**config.mk**
```make
export PLATFORM = sky130hd
export DESIGN_NAME = uart_rx
export DESIGN_NICKNAME = d
export VERILOG_FILES = /design/src/rtl/uart_pkg.sv /design/src/rtl/uart_sync2.sv /design/src/rtl/uart_rx.sv
export SDC_FILE = /design/constraint.sdc
export NUM_CORES = 1
export LEC_CHECK = 0
export ABC_AREA = 0
export BUFFER_PORTS_ARGS = -buffer_cell sky130_fd_sc_hd__clkbuf_2
export CAP_MARGIN = 15
export CORE_UTILIZATION = 56
export CTS_CLUSTER_DIAMETER = 100
export DETAILED_ROUTE_END_ITERATION = 7
export MAX_ROUTING_LAYER = met4
export PLACE_DENSITY = 0.78
export SLEW_MARGIN = 5
export SYNTH_ARGS = -nofsm -noshare
export SYNTH_HDL_FRONTEND = slang
export SYNTH_SLANG_ARGS = --single-unit
```
**constraint.sdc**
```tcl
create_clock -name uart_rx_clk -period 2.1 [get_ports uart_rx_clk]
set_input_delay 0 -clock uart_rx_clk [delete_from_list [all_inputs] [get_ports uart_rx_clk]]
set_output_delay 0 -clock uart_rx_clk [all_outputs]
set_load 0.1 [all_outputs]
```
**src/rtl/uart_pkg.sv**
```systemverilog
// Shared UART definitions for the receive and transmit sides.
// The RX_PARITY state exists only when UART_RX_PARITY_EN is defined.
package uart_pkg;

    localparam int UART_DATA_W         = 8;
    localparam int UART_OVERSAMPLE_DEF = 16;

    typedef enum logic [2:0] {
        RX_IDLE  = 3'd0,
        RX_START = 3'd1,
        RX_DATA  = 3'd2,
`ifdef UART_RX_PARITY_EN
        RX_PARITY = 3'd3,
`endif
        RX_STOP  = 3'd4,
        RX_BREAK = 3'd5
    } rx_state_t;

    function automatic logic even_parity(input logic [UART_DATA_W-1:0] d);
        return ^d;
    endfunction

endpackage

```
**src/rtl/uart_sync2.sv**
```systemverilog
// Two-flop synchronizer for a single asynchronous level; resets to 1 (idle line).
module uart_sync2 (
    input  logic clk_i,
    input  logic rst_n_i,
    input  logic d_i,
    output logic q_o
);

    logic meta_q;
    logic sync_q;

    always_ff @(posedge clk_i or negedge rst_n_i) begin
        if (!rst_n_i) begin
            meta_q <= 1'b1;
            sync_q <= 1'b1;
        end else begin
            meta_q <= d_i;
            sync_q <= meta_q;
        end
    end

    assign q_o = sync_q;

endmodule

```
**src/rtl/uart_rx.sv**
```systemverilog
// Oversampling UART receiver, 8 data bits, LSB first, one stop bit.
// Define UART_RX_PARITY_EN to add an even-parity bit between data and stop.
//
// state  | meaning
// IDLE   | waiting for line low (start edge)
// START  | verifying the start bit at mid-bit
// DATA   | shifting in 8 data bits, one mid-bit sample per bit period
// PARITY | sampling the even-parity bit (UART_RX_PARITY_EN only)
// STOP   | sampling the stop bit, updating data and issuing the result pulse
// BREAK  | stop bit was low; wait for line high before rearming
module uart_rx
    import uart_pkg::*;
#(
    parameter int OVERSAMPLE = UART_OVERSAMPLE_DEF
) (
    input  logic                   uart_rx_clk,
    input  logic                   uart_rx_rst_n,
    input  logic                   uart_rx_pin,
    output logic [UART_DATA_W-1:0] uart_rx_data,
    output logic                   uart_rx_valid,
    output logic                   uart_rx_frame_err,
    output logic                   uart_rx_parity_err,
    output logic                   uart_rx_busy
);

    localparam int TICK_W = $clog2(OVERSAMPLE);
    localparam int BIT_W  = $clog2(UART_DATA_W);

    localparam logic [TICK_W-1:0] TICK_MID  = TICK_W'(OVERSAMPLE / 2 - 1);
    localparam logic [TICK_W-1:0] TICK_LAST = TICK_W'(OVERSAMPLE - 1);
    localparam logic [BIT_W-1:0]  BIT_LAST  = BIT_W'(UART_DATA_W - 1);

    logic line;

    uart_sync2 u_sync (
        .clk_i   (uart_rx_clk),
        .rst_n_i (uart_rx_rst_n),
        .d_i     (uart_rx_pin),
        .q_o     (line)
    );

    rx_state_t              state_q;
    logic [TICK_W-1:0]      tick_q;
    logic [TICK_W-1:0]      tick_d;
    logic [BIT_W-1:0]       bit_q;
    logic [UART_DATA_W-1:0] shift_q;
    logic [UART_DATA_W-1:0] data_q;
    logic                   valid_q;
    logic                   ferr_q;
    logic                   busy_q;
    logic                   tick_last;
`ifdef UART_RX_PARITY_EN
    logic                   par_q;
    logic                   perr_q;
`endif

    // Mid-bit sampling after the start bit happens on the wrap of the tick counter.
    assign tick_last = (tick_q == TICK_LAST);
    assign tick_d    = tick_last ? '0 : tick_q + TICK_W'(1);

    always_ff @(posedge uart_rx_clk or negedge uart_rx_rst_n) begin
        if (!uart_rx_rst_n) begin
            state_q <= RX_IDLE;
            tick_q  <= '0;
            bit_q   <= '0;
            shift_q <= '0;
            data_q  <= '0;
            valid_q <= 1'b0;
            ferr_q  <= 1'b0;
            busy_q  <= 1'b0;
`ifdef UART_RX_PARITY_EN
            par_q   <= 1'b0;
            perr_q  <= 1'b0;
`endif
        end else begin
            valid_q <= 1'b0;
            ferr_q  <= 1'b0;
`ifdef UART_RX_PARITY_EN
            perr_q  <= 1'b0;
`endif
            unique case (state_q)
                RX_IDLE: begin
                    if (!line) begin
                        state_q <= RX_START;
                        tick_q  <= '0;
                        busy_q  <= 1'b1;
                    end
                end

                RX_START: begin
                    if (tick_q == TICK_MID) begin
                        tick_q <= '0;
                        if (!line) begin
                            state_q <= RX_DATA;
                            bit_q   <= '0;
                        end else begin
                            state_q <= RX_IDLE;
                            busy_q  <= 1'b0;
                        end
                    end else begin
                        tick_q <= tick_d;
                    end
                end

                RX_DATA: begin
                    tick_q <= tick_d;
                    if (tick_last) begin
                        shift_q <= {line, shift_q[UART_DATA_W-1:1]};
                        bit_q   <= bit_q + BIT_W'(1);
                        if (bit_q == BIT_LAST) begin
`ifdef UART_RX_PARITY_EN
                            state_q <= RX_PARITY;
`else
                            state_q <= RX_STOP;
`endif
                        end
                    end
                end

`ifdef UART_RX_PARITY_EN
                RX_PARITY: begin
                    tick_q <= tick_d;
                    if (tick_last) begin
                        par_q   <= line;
                        state_q <= RX_STOP;
                    end
                end
`endif

                RX_STOP: begin
                    tick_q <= tick_d;
                    if (tick_last) begin
                        data_q <= shift_q;
                        if (!line) begin
                            ferr_q  <= 1'b1;
                            state_q <= RX_BREAK;
                        end else begin
`ifdef UART_RX_PARITY_EN
                            if (par_q != even_parity(shift_q)) begin
                                perr_q <= 1'b1;
                            end else begin
                                valid_q <= 1'b1;
                            end
`else
                            valid_q <= 1'b1;
`endif
                            state_q <= RX_IDLE;
                            busy_q  <= 1'b0;
                        end
                    end
                end

                RX_BREAK: begin
                    tick_q <= '0;
                    if (line) begin
                        state_q <= RX_IDLE;
                        busy_q  <= 1'b0;
                    end
                end

                default: begin
                    state_q <= RX_IDLE;
                    tick_q  <= '0;
                    busy_q  <= 1'b0;
                end
            endcase
        end
    end

    assign uart_rx_data      = data_q;
    assign uart_rx_valid     = valid_q;
    assign uart_rx_frame_err = ferr_q;
    assign uart_rx_busy      = busy_q;
`ifdef UART_RX_PARITY_EN
    assign uart_rx_parity_err = perr_q;
`else
    assign uart_rx_parity_err = 1'b0;
`endif

endmodule

```
==> results of run 1 <==
final timing paths:
| check | to | slack, ps |
|---|---|---|
| max reg2reg | uart_rx_data[2]$_DFFE_PN0P_ | 440 |
| max | uart_rx_data[2]$_DFFE_PN0P_ | 440 |
| min | state_q[0]$_DFFE_PN0P_ | 240 |
| min in group uart_rx_clk | u_sync.meta_q$_DFF_PN1_ | 310 |
| min reg2reg | u_sync.q_o$_DFF_PN1_ | 360 |
| max in group asynchronous | tick_q[0]$_DFFE_PN0N_ | 1380 |
synth_stat cells, types with 2 or more instances:
cell type / count
nand3_1: 2
buf_4: 2
ha_1: 3
mux2_1: 8
a21oi_1: 8
dfrtp_1: 29
a22o_1: 3
buf_2: 4
inv_1: 2
nor2_1: 5
dfstp_2: 2
nand2_1: 27
o21ai_1: 3
xnor2_1: 2
cell type report:
class,count,share of cell area (%)
clock buffers,6,3.31
clock inverters,2,2.26
inverters,2,0.484
multi-input cells,85,35.5
flip-flops and latches,31,50.2
well taps,28,2.26
repair buffers,16,5.97
what timing repair did:
action	CTS	global route
setup endpoints to repair	0	0
hold buffers	2	0
endpoints found under the hold margin	30	0
kinds of logic (layout without fill, tap and decap cells):
family,Yosys count,after routing,share of synthesized area [%]
AND/OR/NAND/NOR,46,46,16.5
flip-flops,31,31,56.3
AO/OA/AOI/OAI,24,24,11.8
multiplexers,9,9,7.33
buffers and inverters,9,26,3.89
adder cells (fa/ha/maj),3,3,2.72
XOR/XNOR,2,2,1.27
other,1,1,0.271
where the power goes:
group	internal, mW	leakage (nW)	switching (mW)	total [mW]
combinational	0.162	0.342	0.234	0.396
clock	0.281	0.0482	0.205	0.486
sequential	0.660	0.413	0.0882	0.748
flip-flops by register name, summed over array words and instances, names as in the netlist:
signal,count
uart_rx_frame_err,1
uart_rx_valid,1
uart_rx_busy,1
state_q,3
bit_q,3
tick_q,4
u_sync.q_o,1
u_sync.meta_q,1
uart_rx_data,8
shift_q,8
layer usage:
metal / wire (um) / up-vias / track usage [%]
li1: - / 465 / -
met1: 1120 / 444 / 27.9
met2: 1040 / 22 / 31.2
met3: 90 / 4 / 8.77
met4: 25 / 0 / 8.11
met5: 0 / - / -
worst reg2reg max path, delay by kind of cell, from the launching register on:
family,cells,cell delay [ps]
multiplexers,1,410
AND/OR/NAND/NOR,2,500
adder cells (fa/ha/maj),1,250
flip-flops,1,400
==> metrics.md, run 1 <==
| Metric | Value |
|---|---|
| Post-DP Area | `1440 um2` |
| Top-Level Pins | `15` |
| Largest cells by area after synthesis | `dfrtp_1 (52%), nand2_1 (7.3%), mux2_1 (6.5%)` |
| CP Capture Type | `register` |
| Peak VDD IR | `between 0.8 and 0.9 mV` |
| CP Launch Type | `register` |
| Register Area | `slightly below 800 um2` |
| Buf/Inv on CP | `0` |
| Worst EP arrival | `approximately 1900 ps` |
| Cell taking the most area after synthesis | `dfrtp_1` |
| Fin Setup TNS | `0 ps` |
| Clock transition at path regs | `approximately 100 ps` |
| ANT cells | `0` |
| Post-route DRC | `0` |
| Commonest non-fill, non-tap cell in the layout | `dfrtp_1` |
| Minimum clock period after layout | `1660 ps` |
| Ratio of cells with drive above 1 in the final layout | `between 20% and 30%` |
| H-tree levels | `2` |
| Cell Count, Final, Fillers Out | `170` |
| Worst hold margin | `between 200 and 250 ps` |
| DR vias | `roughly 940` |
| Period utilization | `79.1%` |
| Full die area | `about 2700 um2` |
| Slew Limit Fails | `0` |
| WP depth | `4` |
| Most frequent cells in the layout | `dfrtp_1 (29), nand2_1 (27), clkbuf_2 (13), mux2_1 (8), a21oi_1 (8)` |
| CTS max path bufs | `2` |
| Largest net degree at the start of global routing | `32` |
| PwrDens | `approximately 1100 nW/um2` |
| Fmax | `~0.6 GHz` |
| Post-CTS setup buffer count | `0` |
| Ys Warns | `0` |
| Final worst slack | `around 440 ps` |
| Slew @ Worst Pin | `about 720 ps` |
| Mapped Cells | `~130` |
| Drt pass-1 iters | `4` |
| Reg-to-Reg Start | `tick_q[0]$_DFFE_PN0N_` |
| Max transition margin | `51.7%` |
| Vias in the first global route | `830` |
| Crit Path Class | `register to register` |
| Share of the synthesized area in the top cell type | `a little over half` |
| Tot Pwr | `around 1.6 mW` |
| Post-Layout Inst Area | `about 1600 um2` |
| Status | `finished clean` |
| Final wirelength | `2.28 mm` |
| Post-DR vias/cell | `approximately 5.5` |
| RSZ-0062 raised after global routing | `false` |
| Multi-input logic area | `~550 um2` |
| Die Wd | `between 50 and 60 um` |
| EDFF count, synth | `0` |
| Worst-Skew Late Latency | `between 300 and 400 ps` |
| Crit path max-delay family | `simple AND/OR/NAND/NOR gates` |
| WL/cell | `between 10 and 15 um` |
| Hold WC Path Type | `primary input to asynchronous set/reset pin` |
| CP Data Required Time | `approximately 2300 ps` |
| CP max stage cell | `mux2_1` |
| Post-layout util | `between 60% and 70%` |
| Clk sinks | `31` |
| PostCTS Resize Cnt | `0` |
| Num CTS Buffers | `5` |
| Cell count of the worst reg-to-reg path | `4` |
| Starting Density | `between 60 and 70%` |
| Initial DRC count | `15` |
| Gpl congestion | `between 0.9 and 1` |
| GRT Total Usage | `approximately 22%` |
| First-pass GRT wire length | `just under 4 mm` |
| DP Cell Count | `160` |
| Synth Cell Area | `approximately 1400 um2` |
| Core ar. | `between 2000 and 2500 um2` |
| Max_cap viols | `0` |
| Setup violators final | `0` |
| Detail Route Antenna Nets | `0` |
| Hold Fails Final Rpt | `0` |
| Final clock skew | `approximately 11 ps` |
| Net count after synthesis | `131` |
| Main synth FF type | `dfrtp_1` |
| Row cnt | `17` |
| Area Growth Syn to Fin | `12.1%` |
| Avg Cell Area, Syn | `~11 um2` |
| Worst path max stage delay | `410 ps` |
| GR Overflow Total | `0` |
| #FFs+latches synth | `31` |
| Crit-path cells | `ha_1, and3_1, nand3_2, mux2_1` |
| Setup WS pre-CTS | `around 430 ps` |
| Netlist cell types | `39` |
| CTS tree | `done` |
| Post-synth ARST share | `100%` |
| Die Y | `51.7 um` |
| Critical Path Source | `tick_q[0]$_DFFE_PN0N_` |
| Worst Path Max Fanout | `10` |
| Fillers | `between 150 and 200` |
| I/O Buffers | `13` |
| Initial antenna violation count | `0` |
| Sequential element share of the synthesized area | `about 56%` |
| Fin nets | `147` |
| P_leak | `approximately 0.8 nW` |
| CTS root buffer | `clkbuf_4` |
| HPWL Detailed | `approximately 1.6 mm` |
No activity file was read; power rests on OpenSTA's default activity.
==> run 2: changes to the inputs <==
- CORE_UTILIZATION: 56 -> 51
- PLACE_DENSITY: 0.78 -> 0.75
- clock period: 2.1 -> 1.4 ns (I/O delays scaled with it)
==> run 2 against run 1 <==
Effect of this change:
- global-route usage is 2.5 points higher
- the flow now finishes with violations (negative setup slack)
- largest cell class unchanged
- critical path type unchanged
- critical path depth is the same
- first-iteration DRC count increased by 40%
- sequential cell count unchanged
==> metrics.md, run 2 (synthesis gave the netlist of run 1 again) <==
| Metric | Value |
|---|---|
| Cell count of the worst reg-to-reg path | `4 (unchanged)` |
| Crit-path cells | `ha_4, and3_4, nand3_4, mux2_1` |
| CTS root buffer | `clkbuf_4` |
| Hold Fails Final Rpt | `0 (unchanged)` |
| Max transition margin | `50.9% (-0.84 points)` |
| Core ar. | `2520 um2 (+11%)` |
| Worst path max stage delay | `420 ps (about the same)` |
| Hold WC Path Type | `primary input to asynchronous set/reset pin` |
| Top-Level Pins | `15 (unchanged)` |
| Full die area | `2920 um2 (+9.4%)` |
| Gpl congestion | `0.949 (+3.0%)` |
| CP Data Required Time | `1610 ps (-700 ps)` |
| Violated checks | `negative setup slack` |
| Area Growth Syn to Fin | `30.3%` |
| RSZ-0062 raised after global routing | `true` |
| Worst-Skew Late Latency | `320 ps (about the same)` |
| Drt pass-1 iters | `4 (unchanged)` |
| Detail Route Antenna Nets | `0 (unchanged)` |
| Most frequent cells in the layout | `dfrtp_1 (29), nand2_1 (27), buf_4 (14), clkbuf_2 (13), a21oi_1 (6)` |
| Largest net degree at the start of global routing | `32 (unchanged)` |
| CP max stage cell | `dfrtp_1` |
| WP depth | `4 (unchanged)` |
| Buf/Inv on CP | `0 (unchanged)` |
| Post-layout util | `71.4% (+3.3 points)` |
| Final worst slack | `-23.3 ps (-463 ps)` |
| Initial DRC count | `21 (+6)` |
| Clock transition at path regs | `100 ps (about the same)` |
| I/O Buffers | `13 (unchanged)` |
| Minimum clock period after layout | `1420 ps (-237 ps)` |
| Fin Setup TNS | `-112 ps (-112 ps)` |
| Commonest non-fill, non-tap cell in the layout | `dfrtp_1` |
| Die Wd | `54.1 um (+4.6%)` |
| Setup slack, reg-to-reg | `-20 ps (-460 ps)` |
| ANT cells | `0 (unchanged)` |
| Max_cap viols | `0 (unchanged)` |
| Setup violators final | `7 (+7)` |
| HPWL Detailed | `1.79 mm (+15%)` |
| Register Area | `778 um2 (unchanged)` |
| Worst Path Max Fanout | `6 (-4)` |
| Reg-to-Reg End | `uart_rx_data[4]$_DFFE_PN0P_` |
| Starting Density | `54.8% (-5.9 points)` |
| Final clock skew | `7.68 ps (-3.58 ps)` |
| Fin nets | `164 (+12%)` |
| H-tree levels | `2 (unchanged)` |
| Fmax | `0.703 GHz (+17%)` |
| CTS max path bufs | `2 (unchanged)` |
| Initial antenna violation count | `0 (unchanged)` |
| Peak VDD IR | `1.52 mV (+80%)` |
| Row cnt | `18 (+1)` |
| Slew @ Worst Pin | `737 ps (+12.6 ps)` |
| CP Capture Type | `register` |
| Ratio of cells with drive above 1 in the final layout | `40.3% (+17 points)` |
| Worst EP arrival | `1640 ps (-230 ps)` |
| GR Overflow Total | `0 (unchanged)` |
| Post-route DRC | `0 (unchanged)` |
| Status | `complete, but fails checks` |
| Vias in the first global route | `1039 (+25%)` |
| GRT Total Usage | `24.3% (+2.5 points)` |
| Num CTS Buffers | `5 (unchanged)` |
| Crit path max-delay family | `flip-flops` |
| Slew Limit Fails | `0 (unchanged)` |
| CP Launch Type | `register` |
| Post-DR vias/cell | `5.44 (-1.1%)` |
| DR vias | `1028 (+9.9%)` |
| PwrDens | `1560 nW/um2 (+49%)` |
| Multi-input logic area | `668 um2 (+21%)` |
| Clk sinks | `31 (unchanged)` |
| WL/cell | `15.3 um (+14%)` |
| Period utilization | `102% (+23 points)` |
| Reg-to-Reg Start | `tick_q[0]$_DFFE_PN0N_` |
| Fillers | `187 (+24%)` |
| Crit Path Class | `register to register` |
| First-pass GRT wire length | `4.66 mm (+19%)` |
| Die Y | `54.1 um (+4.6%)` |
| P_leak | `0.909 nW (+13%)` |
| Final wirelength | `2.90 mm (+27%)` |
| CTS tree | `done` |
==> run 2: changes by cell type in the layout (fill, tap and decap cells not counted), sizes merged <==
cell	before	now
buf	1	17
nand3	3	4
==> run 2: worst max path at each step <==
stage	start	endpoint	slack (ps)
after CTS	state_q[0]$_DFFE_PN0P_	bit_q[0]$_DFFE_PN0P_	-20
final	tick_q[0]$_DFFE_PN0N_	uart_rx_data[4]$_DFFE_PN0P_	-20
after global routing	state_q[2]$_DFFE_PN0P_	bit_q[0]$_DFFE_PN0P_	-70
after detailed placement	tick_q[0]$_DFFE_PN0N_	bit_q[0]$_DFFE_PN0P_	-70
after global placement	tick_q[0]$_DFFE_PN0N_	bit_q[0]$_DFFE_PN0P_	-40
after floorplan	state_q[2]$_DFFE_PN0P_	shift_q[7]$_DFFE_PN0P_	-70
==> run 2: area by class of cell <==
class | instances | share of cell area, %
flip-flops and latches | 31 | 43.2
well taps | 30 | 2.08
clock buffers | 6 | 2.85
inverters | 2 | 0.417
multi-input cells | 86 | 37.1
repair buffers | 32 | 12.4
clock inverters | 2 | 1.94
==> run 2: repair_timing <==
action                                  4_1_cts  5_1_grt
gates cloned                                  1        0
setup buffers                                 0        0
hold endpoints to repair                     30        0
hold buffers                                  2        0
pin swaps                                     2        3
endpoints found under the setup margin       21       24
resized for setup                             8       14
==> run 2: where the power goes <==
part | leakage [nW] | switching, mW | internal, mW
sequential | 0.413 | 0.106 | 0.991
combinational | 0.447 | 0.544 | 0.451
clock | 0.0482 | 0.301 | 0.422
total | 0.909 | 0.952 | 1.86
==> run 2: metal layers <==
| layer | part of all wire, % | GRT usage, % | vias to the layer above |
|---|---|---|---|
| li1 | - | - | 497 |
| met1 | 43 | 25.9 | 499 |
| met2 | 52 | 42.4 | 27 |
| met3 | 3.9 | 6.21 | 5 |
| met4 | 1.3 | 9.83 | 0 |
| met5 | 0 | - | - |
==> run 2: worst register-to-register path: cells and delay by family, from the launching register on <==
kind                       cells  cell delay, ps
DFF                            1             420
muxes                          1             340
adders and majority gates      1             190
and+or+nand+nor                2             380
==> run 2: through the flow <==
step                total power [mW]  area (um2)  setup slack (ps)  cells  hold slack, ps
floorplan                       1.63        1400             -71.4    125            -296
global placement                1.87        1580             -35.6    178            89.3
detailed placement              1.92        1580             -74.0    178            90.4
CTS                             2.72        1740             -23.3    189             276
global route                    2.98        1800             -66.7    189             287
finish                          2.82        1800             -23.3    189             278
